`src/rtl/lcd_update_ctrl.sv`:
```
// lcd_update_ctrl: Wishbone write master that pushes a 4-digit 7-segment value plus
// colon/dot flags into the LCD register slave, writing only the registers that changed.
`default_nettype none

module lcd_update_ctrl #(
  parameter bit          SEG_ACT_LOW = 1'b0,
  parameter bit          FORCE_ALL   = 1'b0,
  parameter int unsigned ACK_TMO     = 15
) (
  input  logic        wb_clk_i,
  input  logic        wb_rst_i,
  input  logic        upd_req_i,
  input  logic [15:0] upd_val_i,
  input  logic [3:0]  upd_ext_i,
  output logic        upd_busy_o,
  output logic        upd_done_o,
  output logic        upd_err_o,
  output logic [3:0]  wbm_adr_o,
  output logic [7:0]  wbm_dat_o,
  output logic        wbm_we_o,
  output logic        wbm_cyc_o,
  output logic        wbm_stb_o,
  input  logic        wbm_ack_i
);

  localparam logic [3:0] TMO_LAST = 4'(ACK_TMO - 1);
  localparam logic [2:0] IDX_END  = 3'd5;

  typedef enum logic [2:0] {
    IDLE  = 3'd0,
    CHECK = 3'd1,
    WRITE = 3'd2,
    GAP   = 3'd3,
    DONE  = 3'd4
  } state_t;

  state_t      state;
  logic [2:0]  idx;
  logic [3:0]  tmo;
  logic [15:0] val_q;
  logic [3:0]  ext_q;
  logic        pend;
  logic [15:0] pend_val;
  logic [3:0]  pend_ext;
  logic [7:0]  shadow [0:4];
  logic        shadow_valid;

  logic [3:0]  nib;
  logic [7:0]  cur_byte;
  logic [7:0]  shadow_cur;
  logic        skip;

  function automatic logic [7:0] seg7(input logic [3:0] n);
    logic [7:0] s;
    case (n)
      4'h0: s = 8'h3F;
      4'h1: s = 8'h06;
      4'h2: s = 8'h5B;
      4'h3: s = 8'h4F;
      4'h4: s = 8'h66;
      4'h5: s = 8'h6D;
      4'h6: s = 8'h7D;
      4'h7: s = 8'h07;
      4'h8: s = 8'h7F;
      4'h9: s = 8'h6F;
      4'hA: s = 8'h77;
      4'hB: s = 8'h7C;
      4'hC: s = 8'h39;
      4'hD: s = 8'h5E;
      4'hE: s = 8'h79;
      default: s = 8'h71;
    endcase
    return s;
  endfunction

  // idx 0..3 selects a digit nibble, idx 4 selects the EXTRAS byte (never inverted)
  always_comb begin
    nib        = val_q[{idx[1:0], 2'b00} +: 4];
    cur_byte   = idx[2] ? {4'b0000, ext_q} : (seg7(nib) ^ {8{SEG_ACT_LOW}});
    shadow_cur = idx[2] ? shadow[4] : shadow[idx[1:0]];
    skip       = shadow_valid && !FORCE_ALL && (shadow_cur == cur_byte);
  end

  always_ff @(posedge wb_clk_i or posedge wb_rst_i) begin
    if (wb_rst_i) begin
      state        <= IDLE;
      idx          <= '0;
      tmo          <= '0;
      val_q        <= '0;
      ext_q        <= '0;
      pend         <= 1'b0;
      pend_val     <= '0;
      pend_ext     <= '0;
      shadow_valid <= 1'b0;
      for (int i = 0; i < 5; i++) shadow[i] <= '0;
      upd_busy_o   <= 1'b0;
      upd_done_o   <= 1'b0;
      upd_err_o    <= 1'b0;
      wbm_adr_o    <= '0;
      wbm_dat_o    <= '0;
      wbm_we_o     <= 1'b0;
      wbm_cyc_o    <= 1'b0;
      wbm_stb_o    <= 1'b0;
    end else begin
      upd_done_o <= 1'b0;

      // Requests arriving mid-sequence collapse into a single pending slot
      if (upd_req_i && (state == CHECK || state == WRITE || state == GAP)) begin
        pend     <= 1'b1;
        pend_val <= upd_val_i;
        pend_ext <= upd_ext_i;
      end

      case (state)
        IDLE: begin
          if (upd_req_i) begin
            val_q      <= upd_val_i;
            ext_q      <= upd_ext_i;
            upd_err_o  <= 1'b0;
            upd_busy_o <= 1'b1;
            idx        <= '0;
            state      <= CHECK;
          end
        end

        CHECK: begin
          if (idx == IDX_END) begin
            upd_done_o <= 1'b1;
            state      <= DONE;
          end else if (skip) begin
            idx <= idx + 3'd1;
          end else begin
            wbm_cyc_o <= 1'b1;
            wbm_stb_o <= 1'b1;
            wbm_we_o  <= 1'b1;
            wbm_adr_o <= {1'b0, idx};
            wbm_dat_o <= cur_byte;
            tmo       <= '0;
            state     <= WRITE;
          end
        end

        WRITE: begin
          if (wbm_ack_i) begin
            wbm_cyc_o <= 1'b0;
            wbm_stb_o <= 1'b0;
            wbm_we_o  <= 1'b0;
            if (idx[2]) shadow[4] <= cur_byte;
            else        shadow[idx[1:0]] <= cur_byte;
            idx   <= idx + 3'd1;
            state <= GAP;
          end else if (tmo == TMO_LAST) begin
            wbm_cyc_o    <= 1'b0;
            wbm_stb_o    <= 1'b0;
            wbm_we_o     <= 1'b0;
            upd_err_o    <= 1'b1;
            shadow_valid <= 1'b0;
            upd_done_o   <= 1'b1;
            state        <= DONE;
          end else begin
            tmo <= tmo + 4'd1;
          end
        end

        // The slave edge-detects STB, so every transfer is separated by a low cycle
        GAP: state <= CHECK;

        DONE: begin
          if (!upd_err_o) shadow_valid <= 1'b1;
          if (upd_req_i || pend) begin
            val_q     <= upd_req_i ? upd_val_i : pend_val;
            ext_q     <= upd_req_i ? upd_ext_i : pend_ext;
            pend      <= 1'b0;
            upd_err_o <= 1'b0;
            idx       <= '0;
            state     <= CHECK;
          end else begin
            upd_busy_o <= 1'b0;
            state      <= IDLE;
          end
        end

        default: state <= IDLE;
      endcase
    end
  end

endmodule

`default_nettype wire

```
`config.mk`:
```
export PLATFORM = sky130hd
export DESIGN_NAME = lcd_update_ctrl
export DESIGN_NICKNAME = d
export VERILOG_FILES = /design/src/rtl/lcd_update_ctrl.sv
export SDC_FILE = /design/constraint.sdc
export NUM_CORES = 1
export LEC_CHECK = 0
export BUFFER_PORTS_ARGS = -buffer_cell sky130_fd_sc_hd__buf_4
export CORE_AREA = 2 2 134 136
export CTS_CLUSTER_DIAMETER = 50
export DETAILED_ROUTE_END_ITERATION = 10
export DIE_AREA = 0 0 136 138
export GPL_TIMING_DRIVEN = 0
export REMOVE_ABC_BUFFERS = 1
export SLEW_MARGIN = 0
export SYNTH_ARGS = -nofsm -noshare
export SYNTH_HDL_FRONTEND = slang
export SYNTH_SLANG_ARGS = --single-unit
```
`constraint.sdc`:
```
create_clock -name wb_clk_i -period 4.7 [get_ports wb_clk_i]
set_clock_uncertainty 0.15 [all_clocks]
set_input_delay 0.47 -clock wb_clk_i [delete_from_list [all_inputs] [get_ports wb_clk_i]]
set_output_delay 0.47 -clock wb_clk_i [all_outputs]
set_load 0.03 [all_outputs]
```
# [Word level (Yosys, flattened, before mapping)]
# Memory sizes are Yosys's and may differ from the RTL's.
# Cells that the tools add are included.
[totals] ramBits=0 inputBits=24 rom_bits=112 mem_count=1 output_inout_bits=18 register_bits=107 word_cells=131 latchBits=0
[memory_table] name="(name not given)" words=16 width=7 rd=1 rd_ports_with_merged_regs=0 wr=0 line="55" source="case (n)"
[classes] n_addsub=2 multipliers=0 magnitude_cmp=2 bitwise=4 eq_ne=20 reduce_logical=23 mux=58 shift=1 div_mod_pow=0
[op_table] op="2-to-1 mux 16 bit" count=3
[op_table] op="2-to-1 mux 8 bit" count=6
[op_table] op="bitwise mux 40 bit" count=1
[op_table] op="one-hot mux 16 bit (2 select lines)" count=1
[op_table] op="2-to-1 mux 3 bit" count=10
[op_table] op="2-to-1 mux 4 bit" count=7
[op_table] op="binary-select mux 8 bit (select 3 bit)" count=1
[op_table] op="demux 8 bit (select 3 bit)" count=1
[op_table] op="!= test 2 bit, second input constant" count=10
[op_table] op="2-to-1 mux 1 bit" count=19
[op_table] op="one-hot mux 4 bit (2 select lines)" count=2
[op_table] op="indexed part select 16 x 5 -> 4 bit" count=1
[op_table] op="one-hot mux 3 bit (5 select lines)" count=1
[op_table] op="AND reduction 3 bit" count=5
[op_table] op="one-hot mux 3 bit (4 select lines)" count=1
[op_table] op="AND reduction 5 bit" count=2
[op_table] op="== test 8 bit" count=1
[op_table] op="one-hot mux 1 bit (2 select lines)" count=4
[op_table] op="AND reduction 4 bit" count=2
[op_table] op="== test 3 x 2 -> 1 bit, second input constant" count=2
[op_table] op="== test 3 bit, second input constant" count=2
[op_table] op="!= test 3 x 2 -> 1 bit, second input constant" count=2
[op_table] op="AND reduction 6 bit" count=1
[op_table] op="nonzero test 2 bit" count=3
[op_table] op="other kinds (16)" count=22

# [Logic depth before layout (Yosys ltp)]
[depth] depth_word=10 mapped_depth=14 ltp_nobuf=11

# [Least setup slack after synthesis]
# Ideal clock, no wire load.
[synth_timing] path_kind="register to register" start="reg idx[0]" end="reg wbm_dat_o[6]" t_arrival_ns=3.165 slack_ns=1.260 synth_period_minus_slack_ns=3.440 required_time_ns=4.425 path_buffers=3 stages_incl_launch_ff=15 setup_ns=0.125 cell_sequence="dfrtp_1 > buf_6 > mux4_1 > inv_1 > ha_1 > inv_1 > mux2i_1 > mux2i_1 > xor2_1 > o211ai_1 > or2_2 > buf_2 > o21bai_4 > buf_6 > mux2_4"
[synth_via] elab_chain_len=9 word_cells_on_any_way=14 cone_classes="2 x eq/ne; 1 x shift; 5 x mux; 3 x bitwise; 2 x reduce/logical; 1 x memory"
[synth_lines] element="from (decl)" line="38" source="logic [2:0] idx;"
[synth_lines] element="from (signal assigned)" line="131" source="idx <= idx + 3'd1;"
[synth_lines] element="from (signal assigned)" line="150" source="idx <= idx + 3'd1;"
[synth_lines] element="branches (longest 9 deep; another with memory (16 x 7 bit))"
[synth_lines] element="to (signal assigned)" line="137" source="wbm_dat_o <= cur_byte;"
[synth_lines] element="to (decl)" line="19" source="output logic [7:0] wbm_dat_o,"
# Parallel ways; which one is timed is not known. The select of a mux whose other input is x is not followed.
# A chain may end at the register's enable or synchronous reset.

# [Final worst setup path]
[layout_timing] start="reg idx[0]" end="reg wbm_adr_o[1]"
[layout_via] elab_chain_len=9 word_cells_on_any_way=14 cone_classes="2 x eq/ne; 1 x shift; 5 x mux; 3 x bitwise; 2 x reduce/logical; 1 x memory"
[layout_lines] element="branches (longest 8 deep; another with memory (16 x 7 bit))"
[layout_lines] element="AND reduction 3 bit (no line) *"
[layout_lines] element="to (signal assigned)" line="136" source="wbm_adr_o <= {1'b0, idx};"
[layout_lines] element="to (decl)" line="18" source="output logic [3:0] wbm_adr_o,"
# Mark *: on every way between the ends. The select of a mux whose other input is x is not followed.

==> results.sh <==
export IMPL_status="complete, but fails checks"
export IMPL_violations="negative hold slack"
export IMPL_power_uw=4290
export IMPL_vdd_ir_drop_max_mv=0.284
export IMPL_crit_path_max_fanout=16
export IMPL_crit_type="reg2reg"
export IMPL_worst_slew_pin_slew_ns=0.859
export IMPL_core_area_um2=17500
export IMPL_fin_util_pct=33.8
export IMPL_drive_gt1_share_pct=26.5
export IMPL_pin_count=42
export IMPL_place_inst=696
export IMPL_min_path_type="in2async"
export IMPL_cts_max_level=3
export IMPL_finalSetupTns_ns=0
export IMPL_setup_violations=0
export IMPL_final_cell_mix="dfrtp_1 (100), mux2_2 (43), nor2_1 (39), buf_4 (39), nand2_1 (35)"
export IMPL_vias_per_cell=4.81
export IMPL_fmax_mhz=238
export IMPL_ys_warn_count=0
export IMPL_dp_worst_setup_slack_ns=0.176
export IMPL_ys_flop_type="dfrtp_1"
export IMPL_place_gp_congestion=0.825
export IMPL_ys_ff_latch=101
export IMPL_fp_row_count=49
export IMPL_drt_iter0_drc=259
export IMPL_endpoint="wbm_adr_o[1]$_DFFE_PP0P_"
export IMPL_die_height_um=138
export IMPL_synth_top_area_share_pct=49.1
export IMPL_initial_core_util_pct=29.3
export IMPL_synth_area_leaders="dfrtp_1 (49%), mux2_2 (9.4%), mux2i_1 (6.4%)"
export IMPL_cts_root_buffer="clkbuf_16"
export IMPL_synthesis_area_um2=5150
export IMPL_grt_max_degree=70
export IMPL_grt_pass1_vias=3455
export IMPL_rsz0062_at_grt="false"
export IMPL_final_cells=712
export IMPL_cts_made_buffers=9
export IMPL_cts_hold_buf=0
export IMPL_hold_viol_final=4
export IMPL_ys_seq_area_share_pct=49.1
export IMPL_totalWireLength_um=10800
export IMPL_postCtsSetupBuffers=0
export IMPL_p_leak_uw=0.00255
export IMPL_r2r_end="wbm_adr_o[1]$_DFFE_PP0P_"
export IMPL_synth_edf_count=0
export IMPL_yosysUniqueCellTypes=50
export IMPL_clkTransAtPathRegs_ns=0.07
export IMPL_routedWlPerCell_um=15.1
export IMPL_via_count=3425
export IMPL_fin_crit_ns=4.20
export IMPL_grt_pass1_wl_um=18100
export IMPL_final_common_cell="dfrtp_1"
export IMPL_synth_cells=448
export IMPL_rr_worst_depth=10
export IMPL_critPathCaptureType="flop"
export IMPL_worstReg2RegStart="idx[0]$_DFFE_PP0P_"
export IMPL_critPathArrivalTime_ns=4.28
export IMPL_worst_slack_ns=0.499
export IMPL_fin_nets=515
export IMPL_insertedDiodeCount=0
export IMPL_io_buffers=39
export IMPL_antenna_found_initial=0
export IMPL_required_ns=4.77
export IMPL_slew_headroom_pct=42.7
export IMPL_dieArea_um2=18800
export IMPL_clock_sinks=101
export IMPL_cts_tree="built"
export IMPL_synth_largest_area_cell="dfrtp_1"
export IMPL_r2r_slack_ns=0.50
export IMPL_avgSynthCellArea_um2=11.5
export IMPL_dp_final_hpwl_um=7570
export IMPL_area_delta_synth_final_pct=15.1
export IMPL_drcViolationCount=0
export IMPL_hold_slack_ns=-0.00814
export IMPL_clk_latency_ns=0.34
export IMPL_worst_setup_path_start_kind="flop"
export IMPL_drtPass1Iterations=4
export IMPL_drv_slew=0
export IMPL_postRouteAntennaNets=0
export IMPL_critPathLaunch="idx[0]$_DFFE_PP0P_"
export IMPL_power_density_nw_per_um2=723
export IMPL_synthArstFlopShare_pct=100
export IMPL_fin_crit_sh_pct=89.4
export IMPL_cts_buffer_depth=2
export IMPL_grt_overflow=0
export IMPL_post_cts_resize_count=0
export IMPL_track_usage_pct=12.1
export IMPL_maxCapViolCount=0
export IMPL_die_w_um=136
-- routing by layer --
| layer | wire length (µm) | global-route usage, % |
|---|---|---|
| met5 | 0 | 0 |
| met2 | 5250 | 19.6 |
| met3 | 393 | 2.93 |
| met4 | 95 | 2.52 |
| met1 | 5020 | 16.6 |
-- per-stage QoR --
stage / hold WS (ns) / area, µm²
global route: 0.0189 / 5930
detailed placement: 0.315 / 5660
global placement: 0.307 / 5590
CTS: 0.00406 / 5920
finish: -0.00814 / 5930
floorplan: 0.295 / 5010
-- cell type report --
type / instances / area [µm²]
tap: 229 / 287
multi-input combinational: 306 / 2420
inverter: 17 / 66.3
clock buffer: 12 / 236
fill: 1785 / 11600
sequential: 101 / 2530
timing repair buffer: 43 / 358
clock inverter: 4 / 25.0
-- flip-flops by register name (all words and copies together) (netlist names) --
register / count
idx: 3
tmo: 4
upd_err_o: 1
pend_ext: 4
val_q: 16
shadow: 35
upd_busy_o: 1
ext_q: 4
wbm_adr_o: 3
pend: 1
wbm_stb_o: 1
pend_val: 16
upd_done_o: 1
shadow_valid: 1
state: 3
wbm_dat_o: 7
-- logic make-up (layout without fill, tap and decap cells) --
family / Yosys count / in the layout / share of synthesized area, %
buf+inv: 42 / 76 / 4.01
xor+xnor: 13 / 13 / 2.21
compound gates: 79 / 79 / 9.68
simple gates: 109 / 109 / 9.73
mux: 90 / 90 / 22.0
other cells: 1 / 2 / 0.0729
fa+ha+maj: 13 / 13 / 3.16
flops: 101 / 101 / 49.1
-- critical path, cell delays in order, from the launching register on --
cell      delay (ns)
dfrtp_2         0.70
mux4_1          0.74
inv_1           0.20
ha_1            0.20
mux2i_1         0.09
o22ai_1         0.31
mux2i_1         0.28
o211ai_1        0.15
or2_2           0.39
o21bai_4        0.47
mux2_2          0.40
-- synthesized netlist by cell type, types with 3 or more instances --
library cell,n
mux4_2,10
nand3_1,4
a21o_1,3
nor2b_1,3
o22ai_1,5
a31o_2,4
a21oi_1,27
ha_1,13
nor2_1,40
buf_6,4
o21ai_0,23
xnor2_1,4
inv_1,17
mux2i_1,33
o211ai_1,3
xor2_1,9
buf_2,3
dfrtp_1,101
and2_1,4
nand2b_1,6
mux4_1,3
or2_2,4
buf_4,4
mux2_2,43
clkbuf_1,12
nand2_1,35
-- power breakdown --
group	switching, µW	internal, µW	total, µW	leakage (µW)
Combinational	1140	952	2090	0.00121
Clock	313	358	671	0.000123
Sequential	303	1220	1530	0.00122
-- worst min-delay path by stage --
stage / from / to / slack, ns / depth (start not counted)
floorplan: shadow[17]$_DFFE_PP0P_ / shadow[17]$_DFFE_PP0P_ / 0.29 / 2
global placement: shadow[18]$_DFFE_PP0P_ / shadow[18]$_DFFE_PP0P_ / 0.31 / 2
detailed placement: shadow[17]$_DFFE_PP0P_ / shadow[17]$_DFFE_PP0P_ / 0.32 / 2
CTS: wb_rst_i / pend_val[11]$_DFFE_PP0P_ / 0.004 / 2
global route: wb_rst_i / pend_val[11]$_DFFE_PP0P_ / 0.02 / 2
finish: wb_rst_i / pend_val[11]$_DFFE_PP0P_ / -0.008 / 2
Note: power is estimated with default switching activity, not from simulation.
